--- config.mk ---
export PLATFORM = sky130hd
export DESIGN_NAME = irq_ctrl_multi
export DESIGN_NICKNAME = d
export VERILOG_FILES = /design/src/rtl/irq_pkg.sv /design/src/rtl/irq_prio_enc.sv /design/src/rtl/irq_ctrl_multi.sv
export SDC_FILE = /design/constraint.sdc
export NUM_CORES = 1
export LEC_CHECK = 0
export BUFFER_PORTS_ARGS = -buffer_cell sky130_fd_sc_hd__buf_2
export CAP_MARGIN = 20
export CORE_MARGIN = 2
export CORE_UTILIZATION = 30
export CTS_CLUSTER_SIZE = 40
export DETAILED_ROUTE_END_ITERATION = 10
export GPL_ROUTABILITY_DRIVEN = 1
export MAX_ROUTING_LAYER = met4
export PLACE_DENSITY = 0.57
export SLEW_MARGIN = 5
export SYNTH_ARGS = -nofsm -noshare
export SYNTH_HDL_FRONTEND = slang
export SYNTH_SLANG_ARGS = --single-unit
--- constraint.sdc ---
create_clock -name clk_i -period 6.1 [get_ports clk_i]
set_input_delay 1.22 -clock clk_i [delete_from_list [all_inputs] [get_ports clk_i]]
set_output_delay 1.22 -clock clk_i [all_outputs]
set_load 0.005 [all_outputs]
--- src/rtl/irq_pkg.sv ---
`default_nettype none
// ============================================================================
//  Module   : irq_pkg
//  Brief    : Shared types and helpers for the multi-source interrupt
//             controller: FSM state type, source limits, mcause builder.
//  Revision : 1.0 - initial release
// ============================================================================
package irq_pkg;

    // Architectural ceiling on request lines (width of the mie CSR).
    localparam int MAX_SRC       = 32;
    // mcause bit that flags an interrupt (as opposed to an exception).
    localparam int CAUSE_INT_BIT = 31;

    // Handshake phases towards the core.
    typedef enum logic [1:0] {
        IDLE   = 2'd0,
        ACTIVE = 2'd1,
        FINISH = 2'd2
    } irq_state_e;

    // mcause = {interrupt flag, offset + source id}.
    function automatic logic [31:0] build_mcause(input logic [4:0]  id,
                                                 input logic [30:0] offset);
        logic [31:0] w_cause;
        w_cause                = '0;
        w_cause[CAUSE_INT_BIT] = 1'b1;
        w_cause[30:0]          = offset + 31'(id);
        return w_cause;
    endfunction

endpackage : irq_pkg
`default_nettype wire

--- src/rtl/irq_prio_enc.sv ---
`default_nettype none
// ============================================================================
//  Module   : irq_prio_enc
//  Brief    : Combinational lowest-index-first priority encoder. valid is
//             high when any request bit is set; idx is the lowest set index.
//  Revision : 1.0 - initial release
// ============================================================================
module irq_prio_enc #(
    parameter  int WIDTH   = 16,
    localparam int c_idx_w = (WIDTH > 1) ? $clog2(WIDTH) : 1
) (
    input  logic [WIDTH-1:0]   req,
    output logic               valid,
    output logic [c_idx_w-1:0] idx
);

    // Scan from the top down so the lowest set bit is the last one written.
    always_comb begin
        valid = 1'b0;
        idx   = '0;
        for (int i = WIDTH - 1; i >= 0; i--) begin
            if (req[i]) begin
                valid = 1'b1;
                idx   = c_idx_w'(i);
            end
        end
    end

endmodule : irq_prio_enc
`default_nettype wire

--- src/rtl/irq_ctrl_multi.sv ---
`default_nettype none
// ============================================================================
//  Module   : irq_ctrl_multi
//  Brief    : NUM_SRC-line interrupt controller. Edge or level request per
//             line, masked by mie, lowest index wins, single outstanding
//             service handshaked with the core via INT/mcause/INT_RST.
//             Returns a one-hot completion pulse and sticky overrun flags.
//  Revision : 1.0 - initial release
// ============================================================================
module irq_ctrl_multi
    import irq_pkg::*;
#(
    parameter int                 NUM_SRC      = 16,
    parameter logic [NUM_SRC-1:0] EDGE_MASK    = {NUM_SRC{1'b1}},
    parameter int                 CAUSE_OFFSET = 16
) (
    input  logic               clk_i,
    input  logic               rst_n_i,
    input  logic [NUM_SRC-1:0] int_req_i,
    input  logic [31:0]        mie_i,
    input  logic               INT_RST_i,
    output logic               INT_o,
    output logic [31:0]        mcause_o,
    output logic [NUM_SRC-1:0] int_fin_o,
    output logic [NUM_SRC-1:0] pending_o,
    output logic [NUM_SRC-1:0] overrun_o
);

    localparam int c_id_w = (NUM_SRC > 1) ? $clog2(NUM_SRC) : 1;

    logic [NUM_SRC-1:0] r_req_q;
    logic [NUM_SRC-1:0] r_pend;
    logic [NUM_SRC-1:0] r_ovr;
    logic [NUM_SRC-1:0] r_fin;
    logic [c_id_w-1:0]  r_id;
    logic               r_int;
    logic [31:0]        r_mcause;
    irq_state_e         r_state;

    logic [NUM_SRC-1:0] w_edge;
    logic [NUM_SRC-1:0] w_clr;
    logic [NUM_SRC-1:0] w_pend;
    logic [NUM_SRC-1:0] w_elig;
    logic               w_done;
    logic               w_valid;
    logic [c_id_w-1:0]  w_idx;

    // Only edge-latched lines produce edge events.
    assign w_edge = int_req_i & ~r_req_q & EDGE_MASK;

    // Completion of the captured id happens on the strobe while ACTIVE.
    assign w_done = (r_state == ACTIVE) && INT_RST_i;
    assign w_clr  = w_done ? (NUM_SRC'(1) << r_id) : '0;

    // Edge lines come from the latch, level lines straight from the request.
    assign w_pend = (r_pend & EDGE_MASK) | (int_req_i & ~EDGE_MASK);
    assign w_elig = w_pend & mie_i[NUM_SRC-1:0] & ~w_clr;

    irq_prio_enc #(
        .WIDTH (NUM_SRC)
    ) u_prio_enc (
        .req   (w_elig),
        .valid (w_valid),
        .idx   (w_idx)
    );

    // mie bits above the populated sources carry no meaning here.
    generate
        if (NUM_SRC < MAX_SRC) begin : g_mie_unused
            logic w_unused_mie;
            assign w_unused_mie = ^mie_i[MAX_SRC-1:NUM_SRC];
        end
    endgenerate

    // Edge detector, pending latch and overrun flags; a new edge beats a clear.
    always_ff @(posedge clk_i) begin
        if (!rst_n_i) begin
            r_req_q <= '0;
            r_pend  <= '0;
            r_ovr   <= '0;
        end else begin
            r_req_q <= int_req_i;
            r_pend  <= ((r_pend & ~w_clr) | w_edge) & EDGE_MASK;
            r_ovr   <= (r_ovr & ~w_clr) | (w_edge & r_pend);
        end
    end

    // Service handshake: capture in IDLE, hold in ACTIVE, pulse fin in FINISH.
    always_ff @(posedge clk_i) begin
        if (!rst_n_i) begin
            r_state  <= IDLE;
            r_int    <= 1'b0;
            r_mcause <= '0;
            r_fin    <= '0;
            r_id     <= '0;
        end else begin
            case (r_state)
                IDLE: begin
                    r_fin <= '0;
                    if (w_valid) begin
                        r_id     <= w_idx;
                        r_mcause <= build_mcause(5'(w_idx), 31'(CAUSE_OFFSET));
                        r_int    <= 1'b1;
                        r_state  <= ACTIVE;
                    end
                end
                ACTIVE: begin
                    if (INT_RST_i) begin
                        r_int   <= 1'b0;
                        r_fin   <= w_clr;
                        r_state <= FINISH;
                    end
                end
                FINISH: begin
                    r_fin   <= '0;
                    r_state <= IDLE;
                end
                default: begin
                    r_int   <= 1'b0;
                    r_fin   <= '0;
                    r_state <= IDLE;
                end
            endcase
        end
    end

    assign INT_o     = r_int;
    assign mcause_o  = r_mcause;
    assign int_fin_o = r_fin;
    assign pending_o = w_pend;
    assign overrun_o = r_ovr;

endmodule : irq_ctrl_multi
`default_nettype wire

==> out/results.ini, run 1 <==
[power]
switching_share=0.2816
intPower_w=0.0007639
leakagePower_nw=1.719
combPwrFrac=0.160
peakVddDrop_uv=97.61
seqPwrFrac=0.499
p_clk_frac=0.341
power.switching_w=0.0002995
power_density_nw_per_um2=277.3

[worst_setup_path]
critPathMaxStageDelay_ns=0.60
critPathArrivalTime_ns=3.09
start_kind=input port
rr_startpoint=r_state[0]
critPathBufInv=1
cpLargestDelayFamily=simple AND/OR/NAND/NOR gates
critPathKind=in -> reg
cpMaxStageDelayCell=nor4bb_1
crit_fanout=7
crit_required_ns=6.31
r2r_cells=6
r2r-end=r_id[1]
cp-end-kind=flop
crit_path_cell_trace=buf_2, nor4bb_1, a21oi_1, a21boi_0, and3_1, and2_4, o311ai_1
reg2reg_slack_ns=3.61

[clock_network]
clock_sinks=72
clock_latency_ns=0.34
cts.path.max_buffers=2
clk_pin_slew_ns=0.07
tritoncts=built
cts.htree.levels=3
root_buffer=clkbuf_8
post-cts-setup-buffer-count=0
holdBufCountCts=0
post_cts_resized=0
cts-buffers-inserted=9

[synth]
syn_area_um2=3227
async_flop_share=0
yosys.area.top_type=dfxtp_1
synth_area_leaders=dfxtp_1, buf_4, nand2_1, a2bb2oi_1, a21boi_0
synth_edf_count=0
ys_seq_area_frac=0.4467
ys_ff_latch=72
synthCells=370
yosys_warnings=0
synth_top_cells_by_count=dfxtp_1, nand2_1, buf_4
synth.most_common_cell=dfxtp_1
synth_cell_types=47
synth.avg_cell_area_um2=8.721
synth.top_cell.area_share=0.4467
synth_flop_cell=dfxtp_1

[detailed_routing]
wirelength_mm=8.232
dr.pass1.iters=4
viasPerCell=4.568
routedWlPerCell_um=13.84
drcViolationCount=0
dr.first_iter.drc_count=97
dr_total_vias=2718
ant_nets=0

[die]
die_h_um=107.7
start_util=0.3112
fp.coreArea_um2=10370
io-pin-count=132
num_rows=37
dieWidth_um=107.7
dieArea_um2=11600

[min_path]
holdCritPathClass=reg -> reg
min_from=int_fin_o[12]
min_to=int_fin_o[12]
holdPathStages=2

[job]
drv_cap=0

[sta]
min_period_ns=2.876
worst_slew_pin_slew_ns=0.8674
rsz0062_at_grt=false
min_period_over_period=0.4714
max-slew-margin-rel=0.4217
hold_violations=0
final.setup.tns_ns=0
setup_viol=0
clock_skew_ns=0.01155
fin_ws_ns=3.224
timing.fmax_ghz=0.3477
drv_slew=0

[final_layout]
nets=505
diodes=0
fillers=1097
seq_area_um2=1441
area_growth_pct=18.84
layout-drive-gt1-share=0.2353
multi_input_area_um2=1526

[place]
gp_congestion=0.8646
dp_hpwl_mm=6.186
preCtsSetupSlack_ns=2.849
port-buffer-count=89

[global_routing]
grt.overflow.total=0
grt_pass1_wl_mm=12.95
grt_pass1_vias=2641
track_usage=0.1503
grt_antenna_before_repair=0
grt_max_degree=60

[status]
outcome=completed

[worst max path at each step]
stage,start,end,cells after the start
floorplan,INT_RST_i,r_id[1],6
global placement,INT_RST_i,r_id[1],7
detailed placement,INT_RST_i,r_id[1],7
CTS,INT_RST_i,r_id[1],7
global route,INT_RST_i,r_id[1],7
finish,INT_RST_i,r_id[1],7
[area by class of cell]
type	instances	area share
clock inverters	4	0.01175
well taps	136	0.04437
multi-input cells	263	0.3980
flip-flops and latches	72	0.3759
inverters	19	0.01860
clock buffers	12	0.03524
repair buffers	89	0.1161
[cell families (layout without fill, tap and decap cells)]
| group | count (synthesis) | in the layout | synth area share |
|---|---|---|---|
| AOI/OAI and AO/OA | 88 | 88 | 0.2005 |
| buffers and inverters | 60 | 124 | 0.1093 |
| DFF | 72 | 72 | 0.4467 |
| other | 1 | 26 | 0.001162 |
| and+or+nand+nor | 149 | 149 | 0.2423 |
[cells in the final DEF, fill, tap and decap left out, types with 2 or more instances in the layout]
cell / instances
nand2b_1: 19
clkinv_2: 3
clkbuf_1: 3
o21ai_0: 2
nand3_1: 6
a211oi_1: 2
o311a_1: 4
or3_1: 2
nand2_1: 55
nor2_1: 13
dfxtp_1: 72
a21oi_1: 20
o311ai_1: 5
and2_1: 19
clkbuf_8: 9
conb_1: 26
and3_1: 2
o211ai_1: 3
a31oi_1: 8
a2bb2oi_1: 16
a21boi_0: 17
buf_2: 89
nand3b_1: 2
nor2b_1: 20
inv_1: 18
[power by group through the flow]
stage / Sequential [W] / Combinational [W] / Clock, W
2_1_floorplan: 0.000529 / 0.000134 / 0
3_3_place_gp: 0.000541 / 0.000168 / 0
3_5_place_dp: 0.000542 / 0.000170 / 0
4_1_cts: 0.000530 / 0.000171 / 0.000377
5_1_grt: 0.000535 / 0.000192 / 0.000397
6_report: 0.000531 / 0.000170 / 0.000363
[state kept, by name, indices dropped and copies added, names as in the netlist]
signal,cells
INT_o,1
int_fin_o,16
mcause_o,2
overrun_o,16
pending_o,16
r_id,3
r_req_q,16
r_state,2
[per-stage QoR]
stage	area, um2	instances	hold slack, ns	total power, W	utilization
global placement	3655	579	0.4525	0.0007086	0.3524
CTS	3835	595	0.4640	0.001079	0.3698
global route	3835	595	0.4936	0.001125	0.3698
floorplan	3321	395	0.4527	0.0006630	-
detailed placement	3655	579	0.4528	0.0007119	0.3524
finish	3835	595	0.4621	0.001063	0.3698
[worst reg2reg max path: cells and delay by family, from the launching register on]
family	cells	cell delay, ns
AOI/OAI and AO/OA	3	0.87
and+or+nand+nor	3	0.95
DFF	1	0.54
[metal layers]
layer | up-vias | global-route usage | wire length (um)
met1 | 1247 | 0.1879 | 3742
met4 | 0 | 0.04579 | 85
met3 | 7 | 0.03935 | 565
met5 | - | - | 0
li1 | 1370 | - | -
met2 | 94 | 0.2381 | 3839
No activity file was read; power rests on OpenSTA's default activity.
==> run 2, diff against run 1 <==
- PLACE_DENSITY: 0.57 -> 0.59
- clock period: 6.1 -> 2.46 ns (I/O delays scaled with it)
==> run 2 against run 1 <==
  * Total power rose to 2.6 times the previous value
  * Die area unchanged
  * Clock skew down 0.0045 ns
  * Sequential share of layout area down 1.2 points
  * Critical path type is now reg -> reg
  * Clock power rose to 2.6 times the previous value
  * Highest routed layer unchanged
  * Sequential cell count unchanged
  * Utilization up 1.2 points
  * Non-clock buffer count up 14
  * Largest power group unchanged
  * Sequential power up 140%
  * Setup slack worse by 3.0 ns
  * Register-to-register slack worse by 3.4 ns
==> out/results.ini, run 2 (synthesis gave the netlist of run 1 again) <==
[global_routing]
top_usage_layer=met2  ; unchanged
track_usage=0.1509  ; was 0.1503
grt_pass1_wl_mm=13.01  ; was 12.95 mm
use_met3=0.03269  ; was 0.03935
grt.overflow.total=0  ; unchanged
grt_antenna_before_repair=0  ; unchanged
met2_usage=0.2385  ; was 0.2381
grtUsageMet1=0.1817  ; was 0.1879
grt_pass1_vias=2596  ; was 2641
grt_max_degree=32  ; was 60

[sta]
hold_violations=0  ; unchanged
min_period_ns=2.266
worst_slew_pin_slew_ns=0.5453  ; was 0.8674 ns
setup_viol=0  ; unchanged
drv_slew=0  ; unchanged
rsz0062_at_grt=false  ; unchanged
clock_skew_ns=0.007097  ; was 0.01155 ns
timing.fmax_ghz=0.4414
final.setup.tns_ns=0  ; unchanged
min_period_over_period=0.9210
max-slew-margin-rel=0.6342  ; was 0.4217

[clock_network]
post-cts-setup-buffer-count=0  ; unchanged
holdBufCountCts=0  ; unchanged
clock_sinks=72  ; unchanged
cts.path.max_buffers=2  ; unchanged
cts-buffers-inserted=9  ; unchanged
tritoncts=built  ; unchanged
root_buffer=clkbuf_8  ; unchanged
clock_latency_ns=0.35  ; was 0.34 ns
post_cts_resized=0  ; unchanged
cts.htree.levels=3  ; unchanged
clk_pin_slew_ns=0.07  ; about the same

[worst_setup_path]
cp-end-kind=flop  ; unchanged
critPathMaxStageDelay_ns=0.52  ; was 0.60 ns
crit_cells=6  ; was 7
crit_fanout=8  ; was 7
r2r_cells=6  ; unchanged
critPathArrivalTime_ns=2.50  ; was 3.09 ns
critPathBufInv=0  ; was 1
start_kind=flop  ; was input port
crit_required_ns=2.69  ; was 6.31 ns
critPathKind=reg -> reg  ; was in -> reg
cpMaxStageDelayCell=or3b_1  ; was nor4bb_1
crit_path_cell_trace=or3b_1, or3_1, a21boi_2, and4_4, and2_4, o311ai_1  ; was buf_2, nor4bb_1, a21oi_1, a21boi_0, and3_1, and2_4, o311ai_1
cpLargestDelayFamily=simple AND/OR/NAND/NOR gates  ; unchanged

[detailed_routing]
drcViolationCount=0  ; unchanged
dr.pass1.iters=4  ; unchanged
routedWlPerCell_um=13.75  ; was 13.84 um
ant_nets=0  ; unchanged
dr_total_vias=2771  ; was 2718
viasPerCell=4.550  ; was 4.568
wirelength_mm=8.372  ; was 8.232 mm
dr.first_iter.drc_count=127  ; was 97

[min_path]
holdCritPathClass=in -> reg  ; was reg -> reg
holdPathStages=2  ; unchanged

[place]
place_area_um2=3760  ; was 3655 um2
gp_congestion=0.9074  ; was 0.8646
dp_hpwl_mm=6.534  ; was 6.186 mm
port-buffer-count=89  ; unchanged

[status]
outcome=completed  ; unchanged

[power]
leakagePower_nw=1.798  ; was 1.719 nW
power_density_nw_per_um2=689.8  ; was 277.3 nW/um2
peakVddDrop_uv=230.6  ; was 97.61 uV
finalPower_w=0.002731  ; was 0.001063 W

[die]
die_h_um=107.7  ; unchanged
dieWidth_um=107.7  ; unchanged
num_rows=37  ; unchanged
dieArea_um2=11600  ; unchanged
io-pin-count=132  ; unchanged
start_util=0.3112  ; unchanged
fp.coreArea_um2=10370  ; unchanged

[final_layout]
area_growth_pct=22.68  ; was 18.84%
layout-drive-gt1-share=0.2600  ; was 0.2353
final_common_cell=buf_2  ; unchanged
nets=519  ; was 505
diodes=0  ; unchanged
fin_area_um2=3959  ; was 3835 um2
mostFrequentLayoutCells=buf_2, dfxtp_1, nand2_1  ; unchanged

[job]
drv_cap=0  ; unchanged

run 2: cell count changes in the layout (fill, tap and decap cells not counted):
cell / change
buf_4: +14
clkbuf_8: +2
a21boi_0: -1
a21boi_1: +1
clkbuf_1: -1
clkinv_2: -1
run 2: path summary, 6_finish.rpt:
check / start / end / slack, ns
worst min register to register: int_fin_o[0] / int_fin_o[0] / 0.47
worst min-delay path: int_req_i[7] / r_req_q[7] / 0.36
worst max-delay path: r_state[1] / r_id[1] / 0.19
worst max register to register: r_state[1] / r_id[1] / 0.19
run 2: metrics by stage:
| stage | worst slack, ns | std cells | hold slack [ns] | utilization |
|---|---|---|---|---|
| final | 0.1943 | 609 | 0.3587 | 0.3818 |
| after global routing | 0.07727 | 609 | 0.3476 | 0.3818 |
| after CTS | 0.1869 | 609 | 0.3352 | 0.3818 |
| after detailed placement | 0.02575 | 593 | 0.4594 | 0.3626 |
| after global placement | 0.07520 | 593 | 0.4502 | 0.3626 |
| after floorplan | 0.2932 | 395 | 0.4527 | - |
run 2: per-layer routing:
metal  wire, um  share of wire  vias to the layer above
met3        504          0.060                       11
met5          0              0                        -
met1       3710           0.44                     1272
li1           -              -                     1402
met4        138          0.016                        0
met2       4019           0.48                       86
run 2: final cells by class:
| cell class | instances | area (um2) |
|---|---|---|
| Clock buffer | 13 | 158.9 |
| Clock inverter | 3 | 40.04 |
| Fill cell | 1090 | 6411 |
| Inverter | 19 | 71.32 |
| Multi-Input combinational cell | 263 | 1526 |
| Sequential cell | 72 | 1441 |
| Tap cell | 136 | 170.2 |
| Timing Repair Buffer | 103 | 550.5 |
run 2: worst register-to-register path, cell delays in order (launching register included):
cell      delay [ns]
dfxtp_1         0.34
or3b_1          0.52
or3_1           0.50
a21boi_2        0.22
and4_4          0.29
and2_4          0.18
o311ai_1        0.10
run 2: power breakdown:
| group | switching (W) | internal (W) |
|---|---|---|
| sequential | 0.0000628 | 0.00124 |
| combinational | 0.000259 | 0.000222 |
| clock | 0.000426 | 0.000521 |
